## src/rtl/ecc_pkg.sv

```systemverilog
// rtl/ecc_pkg.sv - shared constants, slot states and grant helper for the ECC unit share arbiter
package ecc_pkg;

  localparam int OPW = 64;

  typedef enum logic [1:0] {
    IDLE  = 2'd0,
    ISSUE = 2'd1,
    WAIT  = 2'd2
  } slot_state_t;

  localparam int REQ_ADD = 0;
  localparam int REQ_INV = 1;

  // On a tie the requester that did not go last wins; otherwise the only pending one.
  function automatic logic rr_pick(input logic [1:0] pend, input logic last);
    if (&pend) return ~last;
    return pend[1];
  endfunction

endpackage

```

## src/rtl/ecc_unit_share_arb_if.sv

```systemverilog
// rtl/ecc_unit_share_arb_if.sv - requester and arithmetic-unit signals of the ECC unit share arbiter
interface ecc_unit_share_arb_if #(parameter int OPW = ecc_pkg::OPW);

  logic [1:0]       rq_mul_en;
  logic [OPW-1:0]   rq_mul_a0, rq_mul_a1, rq_mul_b0, rq_mul_b1;
  logic [1:0]       rq_mul_as, rq_mul_bs;
  logic [1:0]       rq_mul_done;
  logic [1:0]       rq_mod_en;
  logic [2*OPW-1:0] rq_mod_x0, rq_mod_x1;
  logic [1:0]       rq_mod_xs;
  logic [1:0]       rq_mod_done;
  logic             mul_en;
  logic [OPW-1:0]   mul_a, mul_b;
  logic             mul_as, mul_bs;
  logic             mul_done;
  logic             mod_en;
  logic [2*OPW-1:0] mod_x;
  logic             mod_xs;
  logic             mod_done;
  logic             mul_busy, mod_busy;
  logic             proto_err;

  modport slave (
    input  rq_mul_en, rq_mul_a0, rq_mul_a1, rq_mul_b0, rq_mul_b1, rq_mul_as, rq_mul_bs,
    input  rq_mod_en, rq_mod_x0, rq_mod_x1, rq_mod_xs, mul_done, mod_done,
    output rq_mul_done, rq_mod_done, mul_en, mul_a, mul_b, mul_as, mul_bs,
    output mod_en, mod_x, mod_xs, mul_busy, mod_busy, proto_err
  );

  modport master (
    output rq_mul_en, rq_mul_a0, rq_mul_a1, rq_mul_b0, rq_mul_b1, rq_mul_as, rq_mul_bs,
    output rq_mod_en, rq_mod_x0, rq_mod_x1, rq_mod_xs, mul_done, mod_done,
    input  rq_mul_done, rq_mod_done, mul_en, mul_a, mul_b, mul_as, mul_bs,
    input  mod_en, mod_x, mod_xs, mul_busy, mod_busy, proto_err
  );

endinterface

```

## src/rtl/ecc_res_slot.sv

```systemverilog
// rtl/ecc_res_slot.sv - one shared-unit slot: pending capture, round-robin grant, issue/wait FSM, done routing
module ecc_res_slot
  import ecc_pkg::*;
#(
  parameter int W = 8
) (
  input  logic         clk,
  input  logic         rst,
  input  logic [1:0]   req_en,
  input  logic [W-1:0] req_pl0,
  input  logic [W-1:0] req_pl1,
  input  logic         unit_done,
  output logic         unit_en,
  output logic [W-1:0] unit_pl,
  output logic [1:0]   rq_done,
  output logic         busy,
  output logic         err
);

  slot_state_t  st, st_nx;
  logic [1:0]   pend, pend_nx, acc, viol, clr;
  logic [W-1:0] cap0, cap1;
  logic         owner, last, win;

  assign win  = rr_pick(pend, last);
  assign busy = (st != IDLE);

  // Accept a request unless that requester is already queued or is being served right now.
  always_comb begin
    acc  = '0;
    viol = '0;
    for (int i = 0; i < 2; i++) begin
      if (req_en[i]) begin
        if (pend[i] || (st == WAIT && owner == 1'(i))) viol[i] = 1'b1;
        else                                           acc[i]  = 1'b1;
      end
    end
  end

  // Slot FSM next state, unit drive and done routing; the winner is chosen in ISSUE.
  always_comb begin
    st_nx   = st;
    clr     = '0;
    unit_en = 1'b0;
    unit_pl = '0;
    rq_done = '0;
    case (st)
      IDLE: begin
        if (|(pend | acc)) st_nx = ISSUE;
      end
      ISSUE: begin
        unit_en  = 1'b1;
        unit_pl  = win ? cap1 : cap0;
        clr[win] = 1'b1;
        st_nx    = WAIT;
      end
      WAIT: begin
        unit_pl        = owner ? cap1 : cap0;
        rq_done[owner] = unit_done;
        if (unit_done) st_nx = (|(pend | acc)) ? ISSUE : IDLE;
      end
      default: st_nx = IDLE;
    endcase
    pend_nx = (pend & ~clr) | acc;
  end

  // State, pending bits, operand capture, owner/last pointer and sticky error.
  always_ff @(posedge clk) begin
    if (rst) begin
      st    <= IDLE;
      pend  <= '0;
      cap0  <= '0;
      cap1  <= '0;
      owner <= 1'b0;
      last  <= 1'b1;
      err   <= 1'b0;
    end else begin
      st   <= st_nx;
      pend <= pend_nx;
      if (acc[0]) cap0 <= req_pl0;
      if (acc[1]) cap1 <= req_pl1;
      if (st == ISSUE) begin
        owner <= win;
        last  <= win;
      end
      err <= err | (|viol);
    end
  end

endmodule

```

## src/rtl/ecc_unit_share_arb.sv

```systemverilog
// rtl/ecc_unit_share_arb.sv - shares MUL64 and MOD between the add/double and inverse engines
module ecc_unit_share_arb
  import ecc_pkg::*;
(
  input logic                 clk,
  input logic                 rst,
  ecc_unit_share_arb_if.slave bus
);

  localparam int MUL_W = 2*OPW + 2;
  localparam int MOD_W = 2*OPW + 1;

  logic [MUL_W-1:0] mul_pl;
  logic [MOD_W-1:0] mod_pl;
  logic             mul_err, mod_err;

  ecc_res_slot #(.W(MUL_W)) u_mul_slot (
    .clk       (clk),
    .rst       (rst),
    .req_en    (bus.rq_mul_en),
    .req_pl0   ({bus.rq_mul_as[REQ_ADD], bus.rq_mul_bs[REQ_ADD], bus.rq_mul_a0, bus.rq_mul_b0}),
    .req_pl1   ({bus.rq_mul_as[REQ_INV], bus.rq_mul_bs[REQ_INV], bus.rq_mul_a1, bus.rq_mul_b1}),
    .unit_done (bus.mul_done),
    .unit_en   (bus.mul_en),
    .unit_pl   (mul_pl),
    .rq_done   (bus.rq_mul_done),
    .busy      (bus.mul_busy),
    .err       (mul_err)
  );

  ecc_res_slot #(.W(MOD_W)) u_mod_slot (
    .clk       (clk),
    .rst       (rst),
    .req_en    (bus.rq_mod_en),
    .req_pl0   ({bus.rq_mod_xs[REQ_ADD], bus.rq_mod_x0}),
    .req_pl1   ({bus.rq_mod_xs[REQ_INV], bus.rq_mod_x1}),
    .unit_done (bus.mod_done),
    .unit_en   (bus.mod_en),
    .unit_pl   (mod_pl),
    .rq_done   (bus.rq_mod_done),
    .busy      (bus.mod_busy),
    .err       (mod_err)
  );

  assign {bus.mul_as, bus.mul_bs, bus.mul_a, bus.mul_b} = mul_pl;
  assign {bus.mod_xs, bus.mod_x}                        = mod_pl;
  assign bus.proto_err                                  = mul_err | mod_err;

endmodule

```

## src/flat_wrapper.sv

```systemverilog
// flat-port wrapper written by rule: the top's interface ports become plain ports
module ecc_unit_share_arb_flat import ecc_pkg::*;
  (clk, rst, bus_rq_mul_en, bus_rq_mul_a0, bus_rq_mul_a1, bus_rq_mul_b0, bus_rq_mul_b1, bus_rq_mul_as, bus_rq_mul_bs, bus_rq_mod_en, bus_rq_mod_x0, bus_rq_mod_x1, bus_rq_mod_xs, bus_mul_done, bus_mod_done, bus_rq_mul_done, bus_rq_mod_done, bus_mul_en, bus_mul_a, bus_mul_b, bus_mul_as, bus_mul_bs, bus_mod_en, bus_mod_x, bus_mod_xs, bus_mul_busy, bus_mod_busy, bus_proto_err);
  ecc_unit_share_arb_if #(.OPW(OPW)) bus_i ();
  input logic clk;
  input logic rst;
  input wire logic [$bits(bus_i.rq_mul_en)-1:0] bus_rq_mul_en;
  input wire logic [$bits(bus_i.rq_mul_a0)-1:0] bus_rq_mul_a0;
  input wire logic [$bits(bus_i.rq_mul_a1)-1:0] bus_rq_mul_a1;
  input wire logic [$bits(bus_i.rq_mul_b0)-1:0] bus_rq_mul_b0;
  input wire logic [$bits(bus_i.rq_mul_b1)-1:0] bus_rq_mul_b1;
  input wire logic [$bits(bus_i.rq_mul_as)-1:0] bus_rq_mul_as;
  input wire logic [$bits(bus_i.rq_mul_bs)-1:0] bus_rq_mul_bs;
  input wire logic [$bits(bus_i.rq_mod_en)-1:0] bus_rq_mod_en;
  input wire logic [$bits(bus_i.rq_mod_x0)-1:0] bus_rq_mod_x0;
  input wire logic [$bits(bus_i.rq_mod_x1)-1:0] bus_rq_mod_x1;
  input wire logic [$bits(bus_i.rq_mod_xs)-1:0] bus_rq_mod_xs;
  input wire logic [$bits(bus_i.mul_done)-1:0] bus_mul_done;
  input wire logic [$bits(bus_i.mod_done)-1:0] bus_mod_done;
  output wire logic [$bits(bus_i.rq_mul_done)-1:0] bus_rq_mul_done;
  output wire logic [$bits(bus_i.rq_mod_done)-1:0] bus_rq_mod_done;
  output wire logic [$bits(bus_i.mul_en)-1:0] bus_mul_en;
  output wire logic [$bits(bus_i.mul_a)-1:0] bus_mul_a;
  output wire logic [$bits(bus_i.mul_b)-1:0] bus_mul_b;
  output wire logic [$bits(bus_i.mul_as)-1:0] bus_mul_as;
  output wire logic [$bits(bus_i.mul_bs)-1:0] bus_mul_bs;
  output wire logic [$bits(bus_i.mod_en)-1:0] bus_mod_en;
  output wire logic [$bits(bus_i.mod_x)-1:0] bus_mod_x;
  output wire logic [$bits(bus_i.mod_xs)-1:0] bus_mod_xs;
  output wire logic [$bits(bus_i.mul_busy)-1:0] bus_mul_busy;
  output wire logic [$bits(bus_i.mod_busy)-1:0] bus_mod_busy;
  output wire logic [$bits(bus_i.proto_err)-1:0] bus_proto_err;
  assign bus_i.rq_mul_en = bus_rq_mul_en;
  assign bus_i.rq_mul_a0 = bus_rq_mul_a0;
  assign bus_i.rq_mul_a1 = bus_rq_mul_a1;
  assign bus_i.rq_mul_b0 = bus_rq_mul_b0;
  assign bus_i.rq_mul_b1 = bus_rq_mul_b1;
  assign bus_i.rq_mul_as = bus_rq_mul_as;
  assign bus_i.rq_mul_bs = bus_rq_mul_bs;
  assign bus_i.rq_mod_en = bus_rq_mod_en;
  assign bus_i.rq_mod_x0 = bus_rq_mod_x0;
  assign bus_i.rq_mod_x1 = bus_rq_mod_x1;
  assign bus_i.rq_mod_xs = bus_rq_mod_xs;
  assign bus_i.mul_done = bus_mul_done;
  assign bus_i.mod_done = bus_mod_done;
  assign bus_rq_mul_done = bus_i.rq_mul_done;
  assign bus_rq_mod_done = bus_i.rq_mod_done;
  assign bus_mul_en = bus_i.mul_en;
  assign bus_mul_a = bus_i.mul_a;
  assign bus_mul_b = bus_i.mul_b;
  assign bus_mul_as = bus_i.mul_as;
  assign bus_mul_bs = bus_i.mul_bs;
  assign bus_mod_en = bus_i.mod_en;
  assign bus_mod_x = bus_i.mod_x;
  assign bus_mod_xs = bus_i.mod_xs;
  assign bus_mul_busy = bus_i.mul_busy;
  assign bus_mod_busy = bus_i.mod_busy;
  assign bus_proto_err = bus_i.proto_err;
  ecc_unit_share_arb u_core (.clk(clk), .rst(rst), .bus(bus_i));
endmodule
```

## config.mk

```make
export PLATFORM = sky130hd
export DESIGN_NAME = ecc_unit_share_arb_flat
export DESIGN_NICKNAME = d
export VERILOG_FILES = /design/src/rtl/ecc_pkg.sv /design/src/rtl/ecc_unit_share_arb_if.sv /design/src/rtl/ecc_res_slot.sv /design/src/rtl/ecc_unit_share_arb.sv /design/src/flat_wrapper.sv
export SDC_FILE = /design/constraint.sdc
export NUM_CORES = 1
export LEC_CHECK = 0
export BUFFER_PORTS_ARGS = -buffer_cell sky130_fd_sc_hd__buf_2
export CORE_AREA = 2 2 308 310
export CTS_BUF_LIST = sky130_fd_sc_hd__clkbuf_16
export DETAILED_ROUTE_END_ITERATION = 10
export DIE_AREA = 0 0 310 312
export GPL_ROUTABILITY_DRIVEN = 0
export PLACE_DENSITY = 0.43
export SETUP_SLACK_MARGIN = 0.15
export SYNTH_ARGS = -nofsm -noshare
export SYNTH_HDL_FRONTEND = slang
export SYNTH_SLANG_ARGS = --single-unit
```

## constraint.sdc

```tcl
create_clock -name clk -period 1.98 [get_ports clk]
set_input_delay 0.099 -clock clk [delete_from_list [all_inputs] [get_ports clk]]
set_output_delay 0.099 -clock clk [all_outputs]
set_load 0.05 [all_outputs]
```

# Yosys cells after proc, flatten, opt, wreduce, memory -nomap -nowiden
# Index checks and enable logic that the tools add are counted.
[op_classes] magnitude_cmp=8 n_eq_ne=8 n_mux=50 bitwise=17 reduce_logical=24
[op_table] cell="$mux 130" n=2
[op_table] cell="$pmux 130 s2" n=1
[op_table] cell="$mux 129" n=2
[op_table] cell="$pmux 129 s2" n=1
[op_table] cell="$mux 1" n=30
[op_table] cell="$mux 2" n=8
[op_table] cell="$pmux 2 s3" n=2
[op_table] cell="$and 2x2->2" n=4
[op_table] cell="$logic_and 1x1->1" n=8
[op_table] cell="$lt 1x2->1 const B" n=4
[op_table] cell="$ne 2x2->1 const B" n=4
[op_table] cell="$or 2x2->2" n=4
[op_table] cell="$reduce_and 2->1" n=4
[op_table] cell="$reduce_or 2->1" n=4
[op_table] cell="$demux 1 s1" n=4
[op_table] cell="$eq 2x1->1 const B" n=2
[op_table] cell="$eq 2x2->1 const B" n=2
[op_table] cell="$ge 1x1->1 const B" n=4
[op_table] cell="$logic_not 2->1" n=2
[op_table] cell="$logic_or 1x1->1" n=4
[op_table] cell="$not 1->1" n=4
[op_table] cell="$not 2->2" n=2
[op_table] cell="$reduce_bool 2->1" n=2
[op_table] cell="$or 1x1->1" n=3
[totals] regBits=532 inputBits=526 out_inout_bits=268

# Logic depth before layout (Yosys ltp)
# Gate-level depths: netlist of run 1.
[depth] depth_word=11 ltp_mapped=9

# Cells and area by module
# Synthesis of run 1 repeated with hierarchy kept, for this count alone.
[hier_totals] cells_unflattened=2972 area_unflattened_um2=22810.6
[by_module_without_submodules] mod="ecc_res_slot at u_core.u_mul_slot" n_inst=1 cells_per_inst=1491 area_per_inst_um2=11414.7 seq_area_each_um2=5345.1
[by_module_without_submodules] mod="ecc_res_slot at u_core.u_mod_slot" n_inst=1 cells_per_inst=1480 area_per_inst_um2=11389.7 seq_area_each_um2=5305.1
[by_module_without_submodules] mod="ecc_unit_share_arb" n_inst=1 cells_per_inst=1 area_per_inst_um2=6.3 seq_area_each_um2=0.0

# Least setup slack after synthesis of run 1
# No wires, ideal clock.
[synth_timing] kind="register -> output" startpoint="register u_core.u_mul_slot.st[1]" endpoint="output bus_mul_a[0]" t_arrival_ns=2.468 required_time_ns=1.881 path_slack_ns=-0.587 path_stages_with_launch=9 cell_sequence="dfxtp_1 > inv_1 > ha_1 > inv_1 > o21ai_1 > buf_2 > buf_2 > a22oi_1 > nor2b_1"
[synth_between] elab_chain_cells=2 word_cells_on_any_way=3 classes_between="eq/ne (2); mux (1)"
[synth_lines] item="from (decl)" line="ecc_res_slot.sv:20" source="slot_state_t st, st_nx;"
[synth_lines] item="from (signal assigned)" line="ecc_res_slot.sv:78" source="st <= st_nx;"
[synth_lines] item="$eq 2x2->1 or $eq 2x1->1 (tied branches)" line="ecc_res_slot.sv:47" source="case (st)"
[synth_lines] item="$pmux 130 s2 *" line="ecc_res_slot.sv:47"
[synth_lines] item="to (decl)" line="flat_wrapper.sv:23" source="output wire logic [$bits(bus_i.mul_a)-1:0] bus_mul_a;"
# Every way passes the cells marked *; elsewhere a longest branch is shown, timed or not.

# Worst setup path after layout of run 1
[layout_timing] startpoint="register u_core.u_mul_slot.st[0]" endpoint="output bus_mul_a[29]"
# Same word-level chain as after synthesis.

==> impl_metrics.yaml, run 1 <==
routing:
  wire_per_inst_um: 20.9
  drtIter0Drc: 1559
  via_per_inst: 4.71
  drc: 0
  vias: 26600
  wirelength_mm: 118
  dr.pass1.iters: 7
  antenna_left: 0
power:
  power.leakage_nw: 16.9
  peakVddDrop_v: 0.000786
  power_density_nw_per_um2: 1100
clock_network:
  cts_buffers: 66
  clock_latency_ns: 0.62
  cts-htree-levels: 3
  cts_tree: "built"
  ctsLongestPathBuffers: 3
  clkTransAtPathRegs_ns: 0.06
  cts_root_buf: "clkbuf_16"
  cts.sinks: 532
outcome:
  violations: "setup timing"
  status: "complete, but fails checks"
global_route:
  first_global_vias: 27000
  grt_pass1_wl_mm: 168
  grt_max_degree: 119
  overflow: 0
  grt_usage_pct: 22.5
  antenna_found_initial: 12
die:
  io_pins: 794
  rows: 112
  die_w_um: 310
  die_area_sq_um: 96700
  initial_core_util_pct: 24.4
  die_h_um: 312
  fp.coreArea_sq_um: 93000
setup_path:
  critPathCaptureType: "output pin"
  start_kind: "register"
  cp.required_ns: 1.88
  path_class: "register to output pin"
  crit_arrival_ns: 2.40
  cp_max_fo: 7
flow_run:
  maxCapViolCount: 0
hold_path:
  hp-class: "input port to register"
finish:
  multiInputGateArea_sq_um: 14000
  area_delta_synth_final_pct: 91.7
  drive_gt1_share_pct: 38.7
  fill_cells: 9046
  nets: 4858
  regArea_sq_um: 10700
  final_core_util_pct: 46.8
timing:
  fin_ws_ns: -0.520
  fin_hold_ws_ns: 0.0910
  fin_skew_ns: 0.0333
  final_hold_viol_count: 0
  setup_violations: 259
  tightest_slew_ns: 0.732
  clock.fmax_mhz: 400
  post-route-period-util_pct: 126
  slew_headroom_pct: 51.2
  final.min_clock_period_ns: 2.50
  finalMaxSlewViolations: 0
  grt_setup_unrepaired: "true"
synthesis:
  yosys_warnings: 0
  syn-num-nets: 3507
  synth-async-reset-ratio_pct: 0
  ys_seq_area_share_pct: 46.8
  synth_top_area_share_pct: 46.8
  synthTopCellsByArea: "dfxtp_1 47%, nand2_1 17%, a21oi_1 12%"
  synth_edf_count: 0
  yosys.area.top_type: "dfxtp_1"
  ys_ff_latch: 532
  yosys.cell_types.count: 36
  syn_avg_cell_area_sq_um: 7.65
  synth_cells: 2973
  netlist_top_cells_count: "1050 x nand2_1, 532 x dfxtp_1, 530 x a21oi_1"
  yosysMostFrequentCell: "nand2_1"
  synthesis.area_sq_um: 22700
  ys.flop_type: "dfxtp_1"
placement:
  post-dp-hpwl_mm: 75.2
  numPortBuffers: 793
[state kept, by name (all words and copies together) (netlist names), 2 cells and up]
name	flops
u_core.u_mul_slot.cap0	130
u_core.u_mul_slot.st	2
u_core.u_mod_slot.pend	2
u_core.u_mod_slot.cap1	129
u_core.u_mod_slot.st	2
u_core.u_mul_slot.pend	2
u_core.u_mod_slot.cap0	129
u_core.u_mul_slot.cap1	130
[path summary, 6_finish.rpt]
check                           slack, ns  cells past startpoint                    endpoint                      start
worst max-delay path                -0.52                     11               bus_mul_a[29]    u_core.u_mul_slot.st[0]
worst min-delay path                 0.09                      4     u_core.u_mod_slot.st[1]               bus_mod_done
worst max register to register       0.11                      9  u_core.u_mul_slot.cap1[48]    u_core.u_mul_slot.st[0]
worst min register to register       0.45                      2   u_core.u_mod_slot.cap1[6]  u_core.u_mod_slot.cap1[6]
[through the flow]
step	instance area, sq um	std cells	power [mW]	setup slack [ns]	TNS (ns)
floorplan	24500	2973	23.1	0.0168	0
global placement	30900	4888	29.1	-0.0768	-0.225
detailed placement	30900	4888	29.1	-0.0779	-0.479
CTS	41600	5578	45.8	-0.558	-124.17
global route	43600	5638	49.9	-0.602	-134.00
finish	43600	5642	47.9	-0.520	-107.67
[worst max-delay path, cell delays in order (launching register included)]
cell and delay (ns):
dfxtp_2 0.35, inv_2 0.06, ha_4 0.18, nand2b_4 0.08, o21ai_4 0.06, buf_12 0.15
buf_16 0.15, buf_12 0.14, clkbuf_16 0.16, a22oi_2 0.23, nor2b_4 0.06, buf_6 0.16
[per-layer routing]
metal	vias up	share of wire, %	track usage, %
met5	-	0	0
met2	908	48	38.5
li1	12600	-	-
met4	0	5.4	11.5
met1	12700	40	26.4
met3	292	5.7	4.57
[repair_timing]
action                                  4_1_cts  5_1_grt
endpoints found under the setup margin      523      433
pin swaps                                    90      141
endpoints found under the hold margin       522        0
cloned                                       21       28
setup buffers                                27       22
resized for setup                           708      270
hold buffers                                524        0
[cell usage in the layout, fill, tap and decap left out, types with 20 or more instances in the layout]
cell type,synthesis,final
nand2_1,1050,1033
buf_2,125,530
dfxtp_1,532,525
dlygate4sd3_1,0,524
a21oi_1,530,510
a22oi_2,0,246
nor2b_4,0,211
buf_6,22,167
buf_12,0,102
buf_8,0,99
clkbuf_16,0,91
buf_4,18,66
nor2b_2,0,49
buf_16,0,27
inv_1,14,20
[cell families after synthesis]
| kind of cell | Yosys count | synth area share, % |
|---|---|---|
| and+or+nand+nor | 1341 | 25.2 |
| AOI/OAI and AO/OA | 815 | 21.1 |
| DFF | 532 | 46.8 |
| buffers and inverters | 274 | 6.24 |
| adders and majority gates | 8 | 0.440 |
| muxes | 3 | 0.132 |
[cell type report]
type / instances / area share [%]
inverter: 14 / 0.144
clock inverter: 51 / 0.944
multi-input combinational: 2170 / 32.1
tap: 1254 / 3.60
timing repair buffer: 1540 / 34.8
clock buffer: 67 / 3.85
sequential: 532 / 24.5
antenna: 14 / 0.0804
[report_power, final]
part	leakage [nW]	internal (mW)	total, mW	switching, mW
registers	4.37	11.8	12.7	0.827
clock network	1.07	6.72	11.9	5.18
logic	11.5	11.9	23.4	11.5
total	16.9	30.4	47.9	17.5
Note: power is estimated with default switching activity, not from simulation.
==> run 2: changes to the inputs <==
--- a/config.mk
+++ b/config.mk
@@ -6,12 +6,12 @@
 export NUM_CORES = 1
 export LEC_CHECK = 0
 export BUFFER_PORTS_ARGS = -buffer_cell sky130_fd_sc_hd__buf_2
-export CORE_AREA = 2 2 308 310
+export CORE_AREA = 2 2 305 307
 export CTS_BUF_LIST = sky130_fd_sc_hd__clkbuf_16
 export DETAILED_ROUTE_END_ITERATION = 10
-export DIE_AREA = 0 0 310 312
+export DIE_AREA = 0 0 307 309
 export GPL_ROUTABILITY_DRIVEN = 0
-export PLACE_DENSITY = 0.43
+export PLACE_DENSITY = 0.44
 export SETUP_SLACK_MARGIN = 0.15
 export SYNTH_ARGS = -nofsm -noshare
 export SYNTH_HDL_FRONTEND = slang
==> constraint.sdc (replaced) <==
create_clock -name clk -period 2.92 [get_ports clk]
set_input_delay 0.146 -clock clk [delete_from_list [all_inputs] [get_ports clk]]
set_output_delay 0.146 -clock clk [all_outputs]
set_load 0.05 [all_outputs]
==> impl_metrics.yaml, run 2 (synthesis gave the netlist of run 1 again) <==
setup_path:
  critPathCaptureType: "output pin"
  r2r_cells: 10
  r2r_slack_ns: 0.30
  cp.required_ns: 2.77
  critPathCapture: "bus_mod_x[15]"
  crit_arrival_ns: 2.52
  cp_max_fo: 27
  path_class: "register to output pin"
  r2r_end: "u_core.u_mul_slot.cap1[116]"
  critPathLaunch: "u_core.u_mod_slot.st[0]"
  r2r-start: "u_core.u_mul_slot.st[0]"
  start_kind: "register"
outcome:
  status: "finished, final reports clean"
die:
  fp.coreArea_sq_um: 91400
  io_pins: 794
  die_h_um: 309
  rows: 111
  die_area_sq_um: 94900
  die_w_um: 307
  initial_core_util_pct: 24.9
timing:
  post-route-period-util_pct: 91.3
  clock.fmax_mhz: 375
  fin_skew_ns: 0.0242
  finalMaxSlewViolations: 0
  setup_tns_ns: 0
  grt_setup_unrepaired: "true"
  setup_violations: 0
  tightest_slew_ns: 0.630
  final_hold_viol_count: 0
  fin_ws_ns: 0.254
  final.min_clock_period_ns: 2.67
  slew_headroom_pct: 58.0
flow_run:
  maxCapViolCount: 0
routing:
  antenna_left: 0
  drc: 0
  dr.pass1.iters: 5
  wire_per_inst_um: 19.5
  wirelength_mm: 108
  drtIter0Drc: 2090
  via_per_inst: 4.67
  vias: 25700
clock_network:
  clock_latency_ns: 0.61
  cts_tree: "built"
  clkTransAtPathRegs_ns: 0.05
  cts_root_buf: "clkbuf_16"
  cts-htree-levels: 3
  ctsLongestPathBuffers: 3
  cts_buffers: 68
  cts.sinks: 532
global_route:
  first_global_vias: 25800
  grt_usage_pct: 21.6
  overflow: 0
  antenna_found_initial: 18
  grt_max_degree: 112
  grt_pass1_wl_mm: 158
power:
  power_density_nw_per_um2: 727
  power.leakage_nw: 15.0
  peakVddDrop_v: 0.000454
finish:
  layout_common_cells: "1048 x nand2_1, 704 x buf_2, 577 x dlygate4sd3_1"
  drive_gt1_share_pct: 23.9
  final_common_cell: "nand2_1"
  fill_cells: 9623
  biggestRegsByFlops: "u_core.u_mul_slot.cap0 x130, u_core.u_mul_slot.cap1 x130"
  area_delta_synth_final_pct: 60.8
  nets: 4785
placement:
  post-dp-hpwl_mm: 72.6
  numPortBuffers: 793
  preCtsSetupSlack_ns: 0.415
hold_path:
  hp-class: "input port to register"
-- run 2: timing repair --
action,4_1_cts,5_1_grt
hold endpoints to repair,525,0
setup endpoints to repair,257,195
setup buffers,18,4
pin swaps,7,2
gates resized for setup,73,94
cloned,3,2
hold buffers,577,0
-- run 2: worst min-delay path by stage --
| stage | to | from | depth (start not counted) |
|---|---|---|---|
| 2_1_floorplan | u_core.u_mod_slot.cap0[0] | bus_rq_mod_x0[0] | 2 |
| 3_3_place_gp | u_core.u_mul_slot.cap0[26] | bus_rq_mul_b0[26] | 3 |
| 3_5_place_dp | u_core.u_mul_slot.cap1[125] | bus_rq_mul_a1[61] | 3 |
| 4_1_cts | u_core.u_mod_slot.st[1] | bus_mod_done | 4 |
| 5_1_grt | u_core.u_mod_slot.st[1] | bus_mod_done | 4 |
| 6_report | u_core.u_mod_slot.st[1] | bus_mod_done | 4 |
-- run 2: layer usage --
| layer | GRT usage, % | wire length (um) | up-vias |
|---|---|---|---|
| met4 | 8.79 | 4140 | 10 |
| met2 | 36.8 | 52600 | 817 |
| met1 | 26.7 | 45000 | 12200 |
| met5 | 0 | 67 | - |
| li1 | - | - | 12500 |
| met3 | 3.93 | 5710 | 222 |
-- run 2: critical path, cell delays in order, from the launching register on --
cell and delay, ns:
dfxtp_2 0.34, inv_1 0.14, ha_4 0.19, nand2b_4 0.09
o21ai_4 0.08, buf_12 0.15, buf_12 0.17, buf_12 0.19
a22oi_1 0.11, nor2b_1 0.14, buf_2 0.28
-- run 2: area by class of cell --
class                      count  area [sq um]  area share, %
inverter                      14          52.6          0.144
multi-input combinational   2168         10900           29.8
sequential                   532         10700           29.2
clock buffer                  68          1700           4.65
antenna                       13          32.5         0.0890
timing repair buffer        1467         11400           31.1
tap                         1186          1480           4.06
clock inverter                51           352          0.962
-- run 2: report_power, final --
part	internal (mW)	leakage (nW)	switching, mW	total (mW)
Combinational	4.03	9.60	6.01	10.0
Clock	4.52	1.07	3.49	8.01
Sequential	8.02	4.37	0.513	8.53
Total	16.6	15.0	10.0	26.6
-- run 2: stage by stage --
stage / power, mW / area [sq um] / std cells / util, % / hold WS (ns)
floorplan: 14.1 / 22700 / 2973 / - / 0.282
CTS: 26.6 / 36200 / 5480 / 39.7 / 0.0353
global placement: 17.2 / 27900 / 4763 / 30.6 / 0.388
detailed placement: 17.2 / 27900 / 4763 / 30.6 / 0.391
global route: 27.9 / 36600 / 5498 / 40.0 / 0.142
finish: 26.6 / 36600 / 5499 / 40.0 / 0.0863
==> run 3: changes to the inputs <==
--- a/config.mk
+++ b/config.mk
@@ -7,7 +7,6 @@
 export LEC_CHECK = 0
 export BUFFER_PORTS_ARGS = -buffer_cell sky130_fd_sc_hd__buf_2
 export CORE_AREA = 2 2 305 307
-export CTS_BUF_LIST = sky130_fd_sc_hd__clkbuf_16
 export DETAILED_ROUTE_END_ITERATION = 10
 export DIE_AREA = 0 0 307 309
 export GPL_ROUTABILITY_DRIVEN = 0
==> impl_metrics.yaml, run 3 (synthesis gave the netlist of run 1 again) <==
outcome:
  status: "finished, final reports clean"
die:
  die_h_um: 309
  rows: 111
  initial_core_util_pct: 24.9
  die_area_sq_um: 94900
  die_w_um: 307
  fp.coreArea_sq_um: 91400
  io_pins: 794
routing:
  wire_per_inst_um: 19.6
  via_per_inst: 4.66
  dr.pass1.iters: 5
  met1_length_mm: 44.8
  wl_met3_mm: 5.97
  dr_wl_met2_mm: 52.9
  antenna_left: 0
  maxUsedRoutingLayer: "met5"
  drtIter0Drc: 2026
  vias: 25600
  drc: 0
  wirelength_mm: 108
timing:
  setup_tns_ns: 0
  final.min_clock_period_ns: 2.67
  slew_headroom_pct: 55.0
  finalMaxSlewViolations: 0
  setup_violations: 0
  tightest_slew_ns: 0.675
  fin_ws_ns: 0.245
  clock.fmax_mhz: 374
  final_hold_viol_count: 0
  grt_setup_unrepaired: "true"
  fin_skew_ns: 0.0276
  post-route-period-util_pct: 91.6
global_route:
  overflow: 0
  first_global_vias: 25800
  grt_max_degree: 112
  grt_pass1_wl_mm: 158
  antenna_found_initial: 17
  grt_usage_pct: 21.6
finish:
  biggestRegsByFlops: "u_core.u_mul_slot.cap0 x130, u_core.u_mul_slot.cap1 x130"
  postLayoutCellArea_sq_um: 36700
  area_delta_synth_final_pct: 61.3
  final_core_util_pct: 40.1
  nets: 4785
  final_common_cell: "nand2_1"
  layout_common_cells: "1048 x nand2_1, 704 x buf_2, 577 x dlygate4sd3_1"
  drive_gt1_share_pct: 24.1
setup_path:
  cp.required_ns: 2.77
  start_kind: "register"
  crit_arrival_ns: 2.53
  critPathCaptureType: "output pin"
  cp_max_fo: 27
  path_class: "register to output pin"
clock_network:
  clock_latency_ns: 0.61
  cts_tree: "built"
  cts_root_buf: "clkbuf_16"
  clkTransAtPathRegs_ns: 0.05
  cts_buffers: 68
  cts-htree-levels: 3
  cts.sinks: 532
  ctsLongestPathBuffers: 3
power:
  peakVddDrop_v: 0.000455
  power.leakage_nw: 15.0
  power_density_nw_per_um2: 734
placement:
  preCtsSetupSlack_ns: 0.415
  numPortBuffers: 793
  placed_cell_area_sq_um: 27900
  post-dp-hpwl_mm: 72.6
hold_path:
  hp-class: "input port to register"
flow_run:
  maxCapViolCount: 0
==> run 3: path summary, 6_finish.rpt <==
check                                                 from                           to  slack, ns  cells past startpoint
worst min-delay path                          bus_mod_done      u_core.u_mod_slot.st[1]       0.09                      4
worst max-delay path               u_core.u_mod_slot.st[0]                bus_mod_x[15]       0.25                     10
worst max register to register     u_core.u_mul_slot.st[0]  u_core.u_mul_slot.cap1[116]       0.30                     10
worst min register to register  u_core.u_mul_slot.cap1[49]   u_core.u_mul_slot.cap1[49]       0.45                      2
==> run 3: final cells by class <==
| class | count | area (sq um) |
|---|---|---|
| diodes | 14 | 35.0 |
| flip-flops and latches | 532 | 10700 |
| repair buffers | 1467 | 11400 |
| multi-input cells | 2168 | 10900 |
| fillers | 9607 | 54700 |
| clock buffers | 96 | 1910 |
| inverters | 14 | 52.6 |
| clock inverters | 23 | 246 |
| well taps | 1186 | 1480 |
==> run 3: per-stage QoR <==
step                      cells  hold WS (ns)  power (mW)
final                      5500        0.0858        26.9
after global routing       5497         0.142        28.2
after floorplan            2973         0.282        14.1
after CTS                  5480        0.0353        26.9
after detailed placement   4763         0.391        17.2
after global placement     4763         0.388        17.2
==> run 3: timing repair <==
| item | CTS | global route |
|---|---|---|
| pin swaps | 7 | 2 |
| gates cloned | 3 | 2 |
| resized for setup | 73 | 94 |
| buffers inserted | 18 | 4 |
| hold buffers | 577 | 0 |
| hold endpoints to repair | 525 | 0 |
| endpoints found under the setup margin | 257 | 195 |
==> run 3: critical path: stages, from the launching register on <==
cell and delay (ns):
dfxtp_2 0.34, inv_1 0.14, ha_4 0.19, nand2b_4 0.09, o21ai_4 0.08, buf_12 0.15
buf_12 0.17, buf_12 0.19, a22oi_1 0.11, nor2b_1 0.14, buf_2 0.28
==> run 3: routing by layer <==
layer	vias to the layer above	track usage [%]
met3	217	3.99
met1	12200	26.6
li1	12400	-
met2	808	36.9
met4	10	8.83
met5	-	0
==> run 3: where the power goes <==
group	internal [mW]	switching, mW
clock network	4.85	3.50
logic	4.03	6.01
registers	8.02	0.515
